**config.mk**
```make
export PLATFORM = sky130hd
export DESIGN_NAME = gnss_epoch_event_unit_flat
export DESIGN_NICKNAME = d
export VERILOG_FILES = /design/src/rtl/common_types_pkg.sv /design/src/rtl/ahb_bus_if.sv /design/src/rtl/gnss_snapshot_gen.sv /design/src/rtl/gnss_epoch_event_unit.sv /design/src/flat_wrapper.sv
export SDC_FILE = /design/constraint.sdc
export NUM_CORES = 1
export LEC_CHECK = 0
export ABC_AREA = 1
export CAP_MARGIN = 20
export CELL_PAD_IN_SITES_DETAIL_PLACEMENT = 1
export CELL_PAD_IN_SITES_GLOBAL_PLACEMENT = 2
export CORE_MARGIN = 3
export CORE_UTILIZATION = 32
export CTS_CLUSTER_SIZE = 12
export DETAILED_ROUTE_END_ITERATION = 6
export HOLD_SLACK_MARGIN = 0.1
export PLACE_DENSITY_LB_ADDON = 0.1
export SETUP_SLACK_MARGIN = 0.02
export SYNTH_ARGS = -nofsm -noshare
export SYNTH_HDL_FRONTEND = slang
export SYNTH_HIERARCHICAL = 1
export SYNTH_SLANG_ARGS = --single-unit
```
**constraint.sdc**
```tcl
create_clock -name clk -period 5.34 [get_ports clk]
set_clock_uncertainty 0.1 [all_clocks]
set_input_delay 1.068 -clock clk [delete_from_list [all_inputs] [get_ports clk]]
set_output_delay 1.068 -clock clk [all_outputs]
set_load 0.01 [all_outputs]
```
**src/rtl/common_types_pkg.sv**
```systemverilog
// Shared types and constants for the GNSS epoch event unit.
//  - Register word offsets (decoded from haddr[7:0] with the byte bits dropped)
//  - AHB transfer / response encodings used by the satellite
//  - gnss_cr_t: packed view of the control register fields
//  - cr_to_word(): places the control fields back at their bus bit positions
package common_types_pkg;

  localparam logic [7:0] OFS_STATUS   = 8'h00;
  localparam logic [7:0] OFS_CR       = 8'h04;
  localparam logic [7:0] OFS_MASK     = 8'h08;
  localparam logic [7:0] OFS_OVERRUN  = 8'h0C;
  localparam logic [7:0] OFS_TSTAMP   = 8'h10;
  localparam logic [7:0] OFS_SNAP_TS  = 8'h14;
  localparam logic [7:0] OFS_SNAP_CMD = 8'h18;

  localparam logic       HRESP_OKAY   = 1'b0;

  typedef struct packed {
    logic        en;
    logic        snap_auto;
    logic [4:0]  snap_src;
    logic [15:0] snap_div;
  } gnss_cr_t;

  // Bus layout: bit0 EN, bit1 SNAP_AUTO, [12:8] SNAP_SRC, [31:16] SNAP_DIV.
  function automatic logic [31:0] cr_to_word(input gnss_cr_t c);
    return {c.snap_div, 3'b000, c.snap_src, 6'b000000, c.snap_auto, c.en};
  endfunction

endpackage

```
**src/rtl/ahb_bus_if.sv**
```systemverilog
// Minimal AHB-Lite bus bundle between a master/multiplexor and a satellite.
//  satellite modport: hsel, haddr, htrans, hwrite, hwdata in;
//                     hrdata, hready, hresp out.
interface ahb_bus_if;
  logic        hsel;
  logic [31:0] haddr;
  logic [1:0]  htrans;
  logic        hwrite;
  logic [31:0] hwdata;
  logic [31:0] hrdata;
  logic        hready;
  logic        hresp;

  modport satellite (
    input  hsel, haddr, htrans, hwrite, hwdata,
    output hrdata, hready, hresp
  );

  modport master (
    output hsel, haddr, htrans, hwrite, hwdata,
    input  hrdata, hready, hresp
  );
endinterface

```
**src/rtl/gnss_snapshot_gen.sv**
```systemverilog
// Snapshot generator: counts epochs of the selected source channel, merges the
// auto trigger with software requests into one pulse, and latches the
// timestamp seen while the pulse is high.
//  clk, rst  : clock, async active-high reset
//  cr        : current control register
//  cr_wr     : CR is being written this cycle (clears the divider counter)
//  sw_req    : software snapshot request this cycle
//  epoch     : per-channel epoch events
//  tstamp    : free-running timestamp
//  snapshot  : registered single-cycle pulse
//  snap_ts   : timestamp captured during the last pulse
module gnss_snapshot_gen
  import common_types_pkg::*;
#(
  parameter int NUM_CH    = 16,
  parameter int TS_WIDTH  = 32,
  parameter int DIV_WIDTH = 16
) (
  input  logic                clk,
  input  logic                rst,
  input  gnss_cr_t            cr,
  input  logic                cr_wr,
  input  logic                sw_req,
  input  logic [NUM_CH-1:0]   epoch,
  input  logic [TS_WIDTH-1:0] tstamp,
  output logic                snapshot,
  output logic [TS_WIDTH-1:0] snap_ts
);

  logic [DIV_WIDTH-1:0] cnt_q, cnt_d;
  logic                 snap_q, snap_d;
  logic [TS_WIDTH-1:0]  snap_ts_q, snap_ts_d;

  logic [31:0]          epoch_ext;
  logic [DIV_WIDTH-1:0] div_eff;
  logic [DIV_WIDTH:0]   cnt_inc;
  logic                 src_hit;
  logic                 auto_fire;

  always_comb begin
    // Widen so any 5-bit source index is legal; channels beyond NUM_CH are 0.
    epoch_ext = 32'(epoch);
    div_eff   = cr.snap_div[DIV_WIDTH-1:0];
    if (div_eff == '0) div_eff = DIV_WIDTH'(1);

    src_hit   = cr.en && cr.snap_auto && (int'(cr.snap_src) < NUM_CH) &&
                epoch_ext[cr.snap_src];
    // One extra bit so the compare is exact even at the maximum divider.
    cnt_inc   = {1'b0, cnt_q} + (DIV_WIDTH+1)'(1);
    auto_fire = src_hit && (cnt_inc >= {1'b0, div_eff});

    cnt_d = cnt_q;
    if (src_hit) cnt_d = auto_fire ? '0 : cnt_inc[DIV_WIDTH-1:0];
    if (cr_wr)   cnt_d = '0;

    // Software and auto triggers in the same cycle merge into one pulse.
    snap_d    = auto_fire | sw_req;
    snap_ts_d = snap_q ? tstamp : snap_ts_q;
  end

  always_ff @(posedge clk or posedge rst) begin
    if (rst) begin
      cnt_q     <= '0;
      snap_q    <= 1'b0;
      snap_ts_q <= '0;
    end else begin
      cnt_q     <= cnt_d;
      snap_q    <= snap_d;
      snap_ts_q <= snap_ts_d;
    end
  end

  assign snapshot = snap_q;
  assign snap_ts  = snap_ts_q;

endmodule

```
**src/rtl/gnss_epoch_event_unit.sv**
```systemverilog
// GNSS epoch event unit: AHB satellite collecting per-channel epoch events.
// Holds sticky STATUS (W1C), OVERRUN (W1C), MASK, CR, the free-running
// TSTAMP and the registered interrupt; snapshot logic lives in
// gnss_snapshot_gen.
//  clk, rst : clock, async active-high reset
//  abif     : AHB satellite port (zero wait state, always OKAY)
//  epoch    : per-channel epoch events, one event per high cycle
//  snapshot : single-cycle snapshot pulse to the correlators
//  irq      : registered |(STATUS & MASK)
module gnss_epoch_event_unit
  import common_types_pkg::*;
#(
  parameter int NUM_CH    = 16,
  parameter int TS_WIDTH  = 32,
  parameter int DIV_WIDTH = 16
) (
  input  logic              clk,
  input  logic              rst,
  ahb_bus_if.satellite      abif,
  input  logic [NUM_CH-1:0] epoch,
  output logic              snapshot,
  output logic              irq
);

  localparam logic [15:0] DIV_MASK = 16'((32'd1 << DIV_WIDTH) - 32'd1);

  logic                dp_valid_q, dp_valid_d;
  logic                dp_write_q, dp_write_d;
  logic [7:0]          dp_addr_q,  dp_addr_d;
  logic [NUM_CH-1:0]   status_q,   status_d;
  logic [NUM_CH-1:0]   ovr_q,      ovr_d;
  logic [NUM_CH-1:0]   mask_q,     mask_d;
  gnss_cr_t            cr_q,       cr_d;
  logic [TS_WIDTH-1:0] tstamp_q,   tstamp_d;
  logic                irq_q,      irq_d;

  logic                wr, wr_status, wr_ovr, wr_mask, wr_cr, sw_req;
  logic [NUM_CH-1:0]   wdata_ch, epoch_en, status_w1c, ovr_w1c;
  logic [31:0]         rdata;
  logic [TS_WIDTH-1:0] snap_ts;
  logic                unused_bits;

  always_comb begin
    // Address phase capture; hready is always 1 so every selected
    // NONSEQ/SEQ transfer is accepted.
    dp_valid_d = abif.hsel && abif.htrans[1];
    dp_write_d = abif.hwrite;
    dp_addr_d  = {abif.haddr[7:2], 2'b00};

    wr        = dp_valid_q && dp_write_q;
    wr_status = wr && (dp_addr_q == OFS_STATUS);
    wr_cr     = wr && (dp_addr_q == OFS_CR);
    wr_mask   = wr && (dp_addr_q == OFS_MASK);
    wr_ovr    = wr && (dp_addr_q == OFS_OVERRUN);
    sw_req    = wr && (dp_addr_q == OFS_SNAP_CMD) && abif.hwdata[0];
    wdata_ch  = abif.hwdata[NUM_CH-1:0];

    epoch_en   = cr_q.en ? epoch : '0;
    status_w1c = wr_status ? wdata_ch : '0;
    ovr_w1c    = wr_ovr    ? wdata_ch : '0;

    // Set beats clear; an epoch landing on a bit being cleared is not
    // an overrun.
    status_d = (status_q & ~status_w1c) | epoch_en;
    ovr_d    = (ovr_q & ~ovr_w1c) | (epoch_en & status_q & ~status_w1c);
    mask_d   = wr_mask ? wdata_ch : mask_q;

    cr_d = cr_q;
    if (wr_cr) begin
      cr_d.en        = abif.hwdata[0];
      cr_d.snap_auto = abif.hwdata[1];
      cr_d.snap_src  = abif.hwdata[12:8];
      cr_d.snap_div  = abif.hwdata[31:16] & DIV_MASK;
    end

    tstamp_d = tstamp_q + TS_WIDTH'(1);
    irq_d    = |(status_q & mask_q);

    // Read mux returns the current (pre-update) register contents.
    rdata = '0;
    if (dp_valid_q && !dp_write_q) begin
      case (dp_addr_q)
        OFS_STATUS:  rdata = 32'(status_q);
        OFS_CR:      rdata = cr_to_word(cr_q);
        OFS_MASK:    rdata = 32'(mask_q);
        OFS_OVERRUN: rdata = 32'(ovr_q);
        OFS_TSTAMP:  rdata = 32'(tstamp_q);
        OFS_SNAP_TS: rdata = 32'(snap_ts);
        default:     rdata = '0;
      endcase
    end
  end

  always_ff @(posedge clk or posedge rst) begin
    if (rst) begin
      dp_valid_q <= 1'b0;
      dp_write_q <= 1'b0;
      dp_addr_q  <= '0;
      status_q   <= '0;
      ovr_q      <= '0;
      mask_q     <= '0;
      cr_q       <= '0;
      tstamp_q   <= '0;
      irq_q      <= 1'b0;
    end else begin
      dp_valid_q <= dp_valid_d;
      dp_write_q <= dp_write_d;
      dp_addr_q  <= dp_addr_d;
      status_q   <= status_d;
      ovr_q      <= ovr_d;
      mask_q     <= mask_d;
      cr_q       <= cr_d;
      tstamp_q   <= tstamp_d;
      irq_q      <= irq_d;
    end
  end

  gnss_snapshot_gen #(
    .NUM_CH    (NUM_CH),
    .TS_WIDTH  (TS_WIDTH),
    .DIV_WIDTH (DIV_WIDTH)
  ) u_snap (
    .clk      (clk),
    .rst      (rst),
    .cr       (cr_q),
    .cr_wr    (wr_cr),
    .sw_req   (sw_req),
    .epoch    (epoch),
    .tstamp   (tstamp_q),
    .snapshot (snapshot),
    .snap_ts  (snap_ts)
  );

  assign abif.hrdata = rdata;
  assign abif.hready = 1'b1;
  assign abif.hresp  = HRESP_OKAY;
  assign irq         = irq_q;

  // Address/data bits that carry no meaning for this block.
  assign unused_bits = ^{abif.haddr[31:8], abif.haddr[1:0], abif.htrans[0],
                         abif.hwdata};

endmodule

```
**src/flat_wrapper.sv**
```systemverilog
// flat-port wrapper written by rule: the top's interface ports become plain ports
module gnss_epoch_event_unit_flat import common_types_pkg::*;
#(
  parameter int NUM_CH    = 16,
  parameter int TS_WIDTH  = 32,
  parameter int DIV_WIDTH = 16
)
  (clk, rst, epoch, snapshot, irq, abif_hsel, abif_haddr, abif_htrans, abif_hwrite, abif_hwdata, abif_hrdata, abif_hready, abif_hresp);
  ahb_bus_if abif_i ();
  input  logic clk;
  input  logic rst;
  input  logic [NUM_CH-1:0] epoch;
  output logic snapshot;
  output logic irq;
  input wire logic [$bits(abif_i.hsel)-1:0] abif_hsel;
  input wire logic [$bits(abif_i.haddr)-1:0] abif_haddr;
  input wire logic [$bits(abif_i.htrans)-1:0] abif_htrans;
  input wire logic [$bits(abif_i.hwrite)-1:0] abif_hwrite;
  input wire logic [$bits(abif_i.hwdata)-1:0] abif_hwdata;
  output wire logic [$bits(abif_i.hrdata)-1:0] abif_hrdata;
  output wire logic [$bits(abif_i.hready)-1:0] abif_hready;
  output wire logic [$bits(abif_i.hresp)-1:0] abif_hresp;
  assign abif_i.hsel = abif_hsel;
  assign abif_i.haddr = abif_haddr;
  assign abif_i.htrans = abif_htrans;
  assign abif_i.hwrite = abif_hwrite;
  assign abif_i.hwdata = abif_hwdata;
  assign abif_hrdata = abif_i.hrdata;
  assign abif_hready = abif_i.hready;
  assign abif_hresp = abif_i.hresp;
  gnss_epoch_event_unit #(.NUM_CH(NUM_CH), .TS_WIDTH(TS_WIDTH), .DIV_WIDTH(DIV_WIDTH)) u_core (.clk(clk), .rst(rst), .abif(abif_i), .epoch(epoch), .snapshot(snapshot), .irq(irq));
endmodule
```
==> results of run 1 <==
==> routing by layer <==
layer	vias up	track usage	share of wire
li1	4020	-	-
met1	3909	0.266	0.47
met2	112	0.356	0.50
met3	17	0.0298	0.023
met4	0	0.0399	0.011
met5	-	0	0
==> cells by family (layout without fill, tap and decap cells) <==
group                    count (synthesis)  after routing  share of synthesized area
AND/OR/NAND/NOR                        702            702                      0.337
buffers and inverters                  164            256                     0.0756
flip-flops                             161            161                      0.441
AO/OA/AOI/OAI                           95             95                     0.0549
multiplexers                            32             32                     0.0395
XOR/XNOR                                28             28                     0.0268
adder cells (fa/ha/maj)                 18             18                     0.0247
other                                    2              2                   0.000822
==> Yosys cell counts, drive strengths merged <==
cell,instances,area (um2)
a21o,2,15.0
a21oi,12,60.1
a221oi,2,17.5
a41o,1,10.0
buf,31,191
clkbuf,11,41.3
clkinv,2,7.51
conb,2,7.51
dfrtp,161,4030
ha,18,225
inv,120,450
mux2,32,360
nand2,404,1530
nand3,109,583
nand3b,11,82.6
nand4,35,225
nor2,126,563
nor3,12,60.1
nor4,5,31.3
o21a,1,7.51
o21ai,74,370
o21bai,2,15.0
o22ai,1,6.26
xnor2,7,61.3
xor2,21,184
==> report_power, final <==
part,total [mW],switching (mW),internal [mW]
Combinational,0.248,0.154,0.0943
Sequential,1.30,0.0453,1.25
Clock,1.33,0.605,0.726
==> final cells by class <==
| cell class | count | area [um2] |
|---|---|---|
| Tap cell | 378 | 473 |
| Inverter | 122 | 460 |
| Clock buffer | 17 | 425 |
| Clock inverter | 15 | 215 |
| Fill cell | 3443 | 16900 |
| Sequential cell | 161 | 4030 |
| Multi-Input combinational cell | 877 | 4410 |
| Timing Repair Buffer | 102 | 1010 |
==> registers in the layout, summed over array words and instances, names as in the netlist <==
signal                  flops
u_core/tstamp_q            32
u_core/u_snap/snap_ts      32
u_core/cr_q                23
u_core/mask_q              16
u_core/ovr_q               16
u_core/status_q            16
u_core/u_snap/cnt_q        16
u_core/dp_addr_q            6
u_core/dp_valid_q           1
u_core/dp_write_q           1
u_core/irq                  1
u_core/u_snap/snapshot      1
==> worst max-delay path by stage <==
stage | from | depth (start not counted) | slack (ps) | end
floorplan | rst | 1 | 1210 | u_core/cr_q[0]
global placement | u_core/dp_addr_q[7] | 9 | 1400 | abif_hrdata[22]
detailed placement | u_core/dp_addr_q[7] | 9 | 1400 | abif_hrdata[22]
CTS | u_core/dp_addr_q[7] | 9 | 910 | abif_hrdata[22]
global route | u_core/dp_addr_q[7] | 9 | 680 | abif_hrdata[22]
finish | u_core/dp_addr_q[7] | 9 | 980 | abif_hrdata[22]
==> critical path, delay by kind of cell (launching register included) <==
| kind | cells | cell delay (ps) |
|---|---|---|
| AND/OR/NAND/NOR | 7 | 1450 |
| flip-flops | 1 | 410 |
| buffers and inverters | 2 | 880 |
==> metrics by stage <==
stage               power (mW)  hold WS [ps]  utilization  instances
floorplan                 1.45           367            -       1202
global placement          1.57           389        0.372       1640
detailed placement        1.58           396        0.372       1640
CTS                       2.93           411        0.395       1672
global route              3.02           420        0.395       1672
finish                    2.88           408        0.395       1672
==> impl_metrics.env, run 1 <==
export IMPL_outcome="finished clean"
export IMPL_crit_arrival_ps=3200
export IMPL_pre_cts_ws_ps=1400
export IMPL_synthesis_yosys_warnings=6
export IMPL_ctsResizeCount=0
export IMPL_finalSetupTns_ps=0
export IMPL_period_minus_slack_ps=4360
export IMPL_final_cell_mix="401 x nand2_1, 161 x dfrtp_1, 113 x inv_1, 112 x nor2_1, 103 x nand3_1"
export IMPL_cp_required_ps=4170
export IMPL_drt_first_pass_iters=4
export IMPL_dpl_hpwl_um=22500
export IMPL_htree_levels=4
export IMPL_drv_cap=0
export IMPL_crit_chain="nor2_4 -> buf_4 -> nand3_2 -> nor2_4 -> nand2_1 -> nand2_1 -> nor2_1 -> nor2_1 -> clkdlybuf4s50_1"
export IMPL_numClockSinks=161
export IMPL_period_share=0.817
export IMPL_r2r_end="u_core/u_snap/cnt_q[1]"
export IMPL_ant_nets=0
export IMPL_synth_cell_types=37
export IMPL_nets=1385
export IMPL_slew_headroom=0.334
export IMPL_antenna_found_initial=0
export IMPL_wl_per_cell_um=17.9
export IMPL_hp_start="u_core/u_snap/snap_ts[16]"
export IMPL_io_buffers=92
export IMPL_io_pins=122
export IMPL_fmax_mhz=229
export IMPL_place_congestion=0.780
export IMPL_endpoint_kind="output pin"
export IMPL_critPathSlowestCell="clkdlybuf4s50_1"
export IMPL_cts_root_buf="clkbuf_16"
export IMPL_whs_path_depth=1
export IMPL_finalSetupViolations=0
export IMPL_syn_avg_cell_area_um2=7.60
export IMPL_hp_class="flop to flop"
export IMPL_drtIter0Drc=421
export IMPL_startpoint_type="flop"
export IMPL_hold_violations=0
export IMPL_max_stage_delay_ps=570
export IMPL_ys_seq_elements=161
export IMPL_clock_path_buffers=2
export IMPL_maxSlewViolCount=0
export IMPL_final_area_um2=11000
export IMPL_worst_slew_pin_slew_ps=989
export IMPL_post_cts_buffers=0
export IMPL_powerDensity_nw_per_um2=261
export IMPL_grt_util_all_layers=0.202
export IMPL_synth_cells=1202
export IMPL_die_h_um=175
export IMPL_vias_per_cell=4.82
export IMPL_grt_pass1_vias=8650
export IMPL_ir_drop_mv=0.168
export IMPL_dr_total_vias=8058
export IMPL_cts_tree="yes"
export IMPL_r2r_start="u_core/u_snap/cnt_q[0]"
export IMPL_synthToLayoutAreaGrowth_pct=20.7
export IMPL_diodes=0
export IMPL_grt_max_degree=62
export IMPL_drc=0
export IMPL_cts_buffers=17
export IMPL_grt_pass1_wl_um=48400
export IMPL_clkTransAtPathRegs_ps=80
export IMPL_drive_gt1_frac=0.0811
export IMPL_die_area_um2=30600
export IMPL_hold_end="u_core/u_snap/snap_ts[16]"
export IMPL_seq_area_frac_synth=0.441
export IMPL_initial_utilization=0.327
export IMPL_place_area_um2=10400
export IMPL_row_count=61
export IMPL_design_core_area_um2=27900
export IMPL_clk_latency_ps=430
export IMPL_final_common_cell="nand2_1"
export IMPL_rsz0062_at_grt="no"
export IMPL_hold_buffers=0
export IMPL_die_w_um=175
export IMPL_drt_wl_total_um=29900
export IMPL_syn_nets=1306
export IMPL_overflow=0
export IMPL_setup_slack_ps=975
export IMPL_reg2reg_depth=16
export IMPL_crit_path_max_fanout=24
export IMPL_cellLeakagePower_nw=5.47
export IMPL_syn_cell_area_um2=9130
export IMPL_ff2ff_setup_slack_ps=2250
export IMPL_worstSetupPathType="flop to output pin"
No activity file was read; power rests on OpenSTA's default activity.
==> inputs of run 2 (changes only) <==
Settings changed: CORE_UTILIZATION 32 to 29.
Clock period 5.34 ns to 3.72 ns, I/O delays scaled along.
==> run 2 against run 1 <==
Effect of this change: critical path type unchanged; wire length increased by 2.5%; sequential power up 43%; design area up 1.5%; sequential cell count stayed put; combinational power up 50%; global-route usage fell by 1.4 points.
==> impl_metrics.env, run 2 (same netlist as run 1, synthesis figures left out) <==
export IMPL_multiInputGateArea_um2=4410
export IMPL_comb_power_share=0.088
export IMPL_antenna_found_initial=0
export IMPL_max_stage_delay_ps=600
export IMPL_power_frac_seq=0.441
export IMPL_rsz0062_at_grt="yes"
export IMPL_cp_required_ps=2880
export IMPL_critPathSlowestCell="clkdlybuf4s50_1"
export IMPL_ant_nets=0
export IMPL_period_share=0.951
export IMPL_seqCellArea_um2=4030
export IMPL_p_clk_frac=0.471
export IMPL_crit_chain="nor2_4 -> nand3_4 -> nand2_1 -> o21ai_0 -> nor2_1 -> clkdlybuf4s50_1"
export IMPL_place_congestion=0.789
export IMPL_io_buffers=92
export IMPL_grt_pass1_wl_um=49000
export IMPL_overflow=0
export IMPL_die_h_um=183
export IMPL_drtIter0Drc=348
export IMPL_startpoint_type="flop"
export IMPL_hp_start="u_core/ovr_q[7]"
export IMPL_r2r_end="u_core/u_snap/cnt_q[1]"
export IMPL_p_int_mw=3.09
export IMPL_period_minus_slack_ps=3540
export IMPL_worst_slew_pin_slew_ps=834
export IMPL_synthToLayoutAreaGrowth_pct=22.5
export IMPL_power_mw=4.21
export IMPL_final_common_cell="nand2_1"
export IMPL_hold_violations=0
export IMPL_cts_root_buf="clkbuf_16"
export IMPL_ff2ff_setup_slack_ps=620
export IMPL_drt_wl_total_um=30700
export IMPL_drc=0
export IMPL_die_area_um2=33700
export IMPL_outcome="finished clean"
export IMPL_place_area_um2=10500
export IMPL_nets=1399
export IMPL_r2r_start="u_core/u_snap/cnt_q[0]"
export IMPL_hp_class="flop to flop"
export IMPL_crit_arrival_ps=2690
export IMPL_die_w_um=183
export IMPL_io_pins=122
export IMPL_grt_util_all_layers=0.189
export IMPL_initial_utilization=0.296
export IMPL_hold_end="u_core/ovr_q[7]"
export IMPL_maxSlewViolCount=0
export IMPL_worstSetupPathType="flop to output pin"
export IMPL_grt_pass1_vias=8538
export IMPL_clock_path_buffers=2
export IMPL_fmax_mhz=283
export IMPL_p_sw_frac=0.265
export IMPL_reg2reg_depth=16
export IMPL_final_area_um2=11200
export IMPL_drv_cap=0
export IMPL_nFillCells=3722
export IMPL_crit_path_max_fanout=10
export IMPL_ir_drop_mv=0.204
export IMPL_finalSetupTns_ps=0
export IMPL_diodes=0
export IMPL_grt_max_degree=47
export IMPL_dr_total_vias=8066
export IMPL_final_cell_mix="401 x nand2_1, 160 x dfrtp_1, 113 x inv_1, 112 x nor2_1, 103 x nand3_1"
export IMPL_cts_buffers=17
export IMPL_drt_first_pass_iters=4
export IMPL_whs_path_depth=2
export IMPL_cts_tree="yes"
export IMPL_vias_per_cell=4.73
export IMPL_dpl_hpwl_um=23300
export IMPL_clkTransAtPathRegs_ps=70
export IMPL_htree_levels=4
export IMPL_cellLeakagePower_nw=5.54
export IMPL_slew_headroom=0.443
export IMPL_clk_latency_ps=440
export IMPL_numClockSinks=161
export IMPL_row_count=64
export IMPL_wl_per_cell_um=18.0
export IMPL_drive_gt1_frac=0.0917
export IMPL_design_core_area_um2=30800
export IMPL_endpoint_kind="output pin"
export IMPL_switchingPower_mw=1.12
export IMPL_finalSetupViolations=0
export IMPL_powerDensity_nw_per_um2=377
==> run 2: changes by cell type in the layout (fill, tap and decap cells not counted), sizes merged <==
cell / delta
clkinv: -2
clkinvlp: +1
inv: -1
bufinv: +2
buf: +14
==> run 2: how the worst max path moves through the flow <==
stage	start	depth (start not counted)	slack (ps)	endpoint
2_1_floorplan	u_core/u_snap/cnt_q[2]	17	1210	u_core/u_snap/cnt_q[3]
3_3_place_gp	u_core/dp_addr_q[7]	8	550	abif_hrdata[12]
3_5_place_dp	u_core/dp_addr_q[7]	8	540	abif_hrdata[12]
4_1_cts	u_core/dp_addr_q[7]	8	40	abif_hrdata[12]
5_1_grt	u_core/dp_addr_q[3]	11	20	abif_hrdata[26]
6_report	u_core/dp_addr_q[2]	6	180	abif_hrdata[19]
==> run 2: repair_timing <==
action / in CTS / in global routing
resized for setup: 0 / 2
endpoints found under the setup margin: 0 / 25
setup buffers: 0 / 2
hold buffers: 0 / 0
==> run 2: stage by stage <==
stage | hold slack, ps | setup WS (ps) | util | instances
6_report | 406 | 184 | 0.363 | 1704
2_1_floorplan | 367 | 1210 | - | 1202
3_5_place_dp | 396 | 538 | 0.341 | 1670
4_1_cts | 412 | 38.7 | 0.362 | 1702
3_3_place_gp | 389 | 547 | 0.341 | 1670
5_1_grt | 432 | 19.3 | 0.363 | 1704
==> run 2: layout make-up <==
cell class / count / share of cell area
inverters: 122 / 0.0414
clock inverters: 15 / 0.0197
clock buffers: 17 / 0.0380
multi-input cells: 877 / 0.395
well taps: 396 / 0.0443
repair buffers: 116 / 0.102
flip-flops and latches: 161 / 0.360
==> run 2: power groups by stage <==
stage	Sequential [mW]	Combinational (mW)	Clock (mW)
5_1_grt	1.87	0.430	2.12
3_3_place_gp	1.89	0.374	0
4_1_cts	1.86	0.382	2.06
3_5_place_dp	1.89	0.379	0
6_report	1.86	0.371	1.98
2_1_floorplan	1.87	0.216	0
==> run 2: routing by layer <==
metal | track usage | share of wire
met1 | 0.256 | 0.48
met2 | 0.322 | 0.48
met3 | 0.0257 | 0.025
met4 | 0.0408 | 0.010
met5 | 0 | 0
==> run 2: critical path, delay by kind of cell, from the launching register on <==
| family | cells | cell delay [ps] |
|---|---|---|
| and+or+nand+nor | 4 | 930 |
| AOI/OAI and AO/OA | 1 | 240 |
| DFF | 1 | 490 |
| buffers and inverters | 1 | 600 |
==> inputs of run 3 (changes only) <==
Settings changed: CORE_UTILIZATION 29 to 32.
Clock period 3.72 ns to 4.06 ns, I/O delays scaled along.
==> run 3 against run 2 <==
Effect of this change: first-iteration DRC count rose by 9.8%; clock-buffer cell count rose by 1; sequential share of layout area rose by 0.55 points; global-route usage rose by 1.5 points; setup slack improved by 23 ps; final cell count fell by 1.3%; sequential cell count did not move; clock power fell by 20%; critical path depth did not move.
==> impl_metrics.env, run 3 (same netlist as run 1, synthesis figures left out) <==
export IMPL_vias_per_cell=4.81
export IMPL_ir_drop_mv=0.206
export IMPL_antenna_found_initial=0
export IMPL_grt_pass1_wl_um=48500
export IMPL_cp_required_ps=3150
export IMPL_period_minus_slack_ps=3850
export IMPL_worst_slew_pin_slew_ps=871
export IMPL_io_pins=122
export IMPL_die_h_um=175
export IMPL_clock_path_buffers=2
export IMPL_whs_path_depth=2
export IMPL_period_share=0.949
export IMPL_drt_wl_total_um=30200
export IMPL_grt_max_degree=48
export IMPL_io_buffers=92
export IMPL_design_core_area_um2=27900
export IMPL_cts_tree="yes"
export IMPL_ctsResizeCount=0
export IMPL_p_sw_frac=0.273
export IMPL_cts_buffers=17
export IMPL_drv_cap=0
export IMPL_worstSetupPathType="flop to output pin"
export IMPL_comb_power_share=0.091
export IMPL_row_count=61
export IMPL_maxSlewViolCount=0
export IMPL_hp_class="flop to flop"
export IMPL_drc=0
export IMPL_finalSetupTns_ps=0
export IMPL_synthToLayoutAreaGrowth_pct=20.6
export IMPL_dpl_hpwl_um=22700
export IMPL_initial_utilization=0.327
export IMPL_wl_per_cell_um=17.9
export IMPL_cts_root_buf="clkbuf_16"
export IMPL_clkTransAtPathRegs_ps=60
export IMPL_rsz0062_at_grt="no"
export IMPL_hold_violations=0
export IMPL_grt_pass1_vias=8501
export IMPL_p_clk_frac=0.438
export IMPL_htree_levels=4
export IMPL_place_congestion=0.781
export IMPL_finalSetupViolations=0
export IMPL_crit_arrival_ps=2940
export IMPL_ant_nets=0
export IMPL_outcome="finished clean"
export IMPL_drtIter0Drc=382
export IMPL_post_cts_buffers=0
export IMPL_dr_total_vias=8086
export IMPL_endpoint_kind="output pin"
export IMPL_final_common_cell="nand2_1"
export IMPL_die_area_um2=30600
export IMPL_die_w_um=175
export IMPL_diodes=0
export IMPL_numClockSinks=161
export IMPL_hold_buffers=0
export IMPL_nets=1394
export IMPL_slew_headroom=0.413
export IMPL_holdWs_ps=408
export IMPL_fmax_mhz=260
export IMPL_crit_path_max_fanout=14
export IMPL_drive_gt1_frac=0.0867
export IMPL_grt_util_all_layers=0.203
export IMPL_final_cell_mix="401 x nand2_1, 161 x dfrtp_1, 113 x inv_1, 112 x nor2_1, 103 x nand3_1"
export IMPL_power_frac_seq=0.472
export IMPL_startpoint_type="flop"
export IMPL_clk_latency_ps=430
export IMPL_switchingPower_mw=0.990
export IMPL_reg2reg_depth=16
export IMPL_overflow=0
export IMPL_drt_first_pass_iters=4
export IMPL_p_int_mw=2.63
export IMPL_cellLeakagePower_nw=5.48
export IMPL_powerDensity_nw_per_um2=329
run 3: worst max-delay path, cell delays in order, from the launching register on:
cell	delay [ps]
dfrtp_1	440
nor2_4	410
nand3_4	270
nand2_1	130
o21ai_0	330
nor2_1	350
clkdlybuf4s50_1	590
run 3: per-stage QoR:
stage                     power [mW]  instances   util  area, um2  setup WS, ps
after floorplan                 1.91       1202      -       9130           189
after global placement          2.07       1649  0.374      10500           651
after detailed placement        2.08       1649  0.374      10500           635
after CTS                       3.69       1681  0.394      11000           180
after global routing            3.80       1681  0.394      11000          87.7
final                           3.62       1681  0.394      11000           207
run 3: power groups by stage:
stage               Sequential, mW  Combinational [mW]  Clock [mW]
finish                        1.71               0.328        1.58
global route                  1.72               0.380        1.71
CTS                           1.71               0.338        1.64
detailed placement            1.74               0.336           0
global placement              1.74               0.331           0
floorplan                     1.71               0.198           0
run 3: worst paths after layout:
| kind | startpoint | end | slack (ps) |
|---|---|---|---|
| max reg2reg | u_core/u_snap/cnt_q[0] | u_core/u_snap/cnt_q[1] | 920 |
| max | u_core/dp_addr_q[5] | abif_hrdata[19] | 210 |
| min | u_core/ovr_q[12] | u_core/ovr_q[12] | 410 |
| min in group asynchronous | rst | u_core/u_snap/cnt_q[5] | 740 |
| max in group asynchronous | rst | u_core/u_snap/snap_ts[5] | 2270 |
| min reg2reg | u_core/ovr_q[12] | u_core/ovr_q[12] | 410 |
run 3: final cells by class:
type / instances / area [um2]
clock buffers: 18 / 429
clock inverters: 14 / 133
fillers: 3486 / 16900
inverters: 122 / 460
multi-input cells: 877 / 4410
flip-flops and latches: 161 / 4030
well taps: 378 / 473
repair buffers: 111 / 1080
run 3: metal layers:
| layer | vias to the layer above | share of wire | global-route usage |
|---|---|---|---|
| met5 | - | 0 | 0 |
| met4 | 0 | 0.011 | 0.0449 |
| met3 | 19 | 0.024 | 0.0267 |
| met2 | 107 | 0.48 | 0.348 |
| met1 | 3926 | 0.48 | 0.275 |
| li1 | 4034 | - | - |
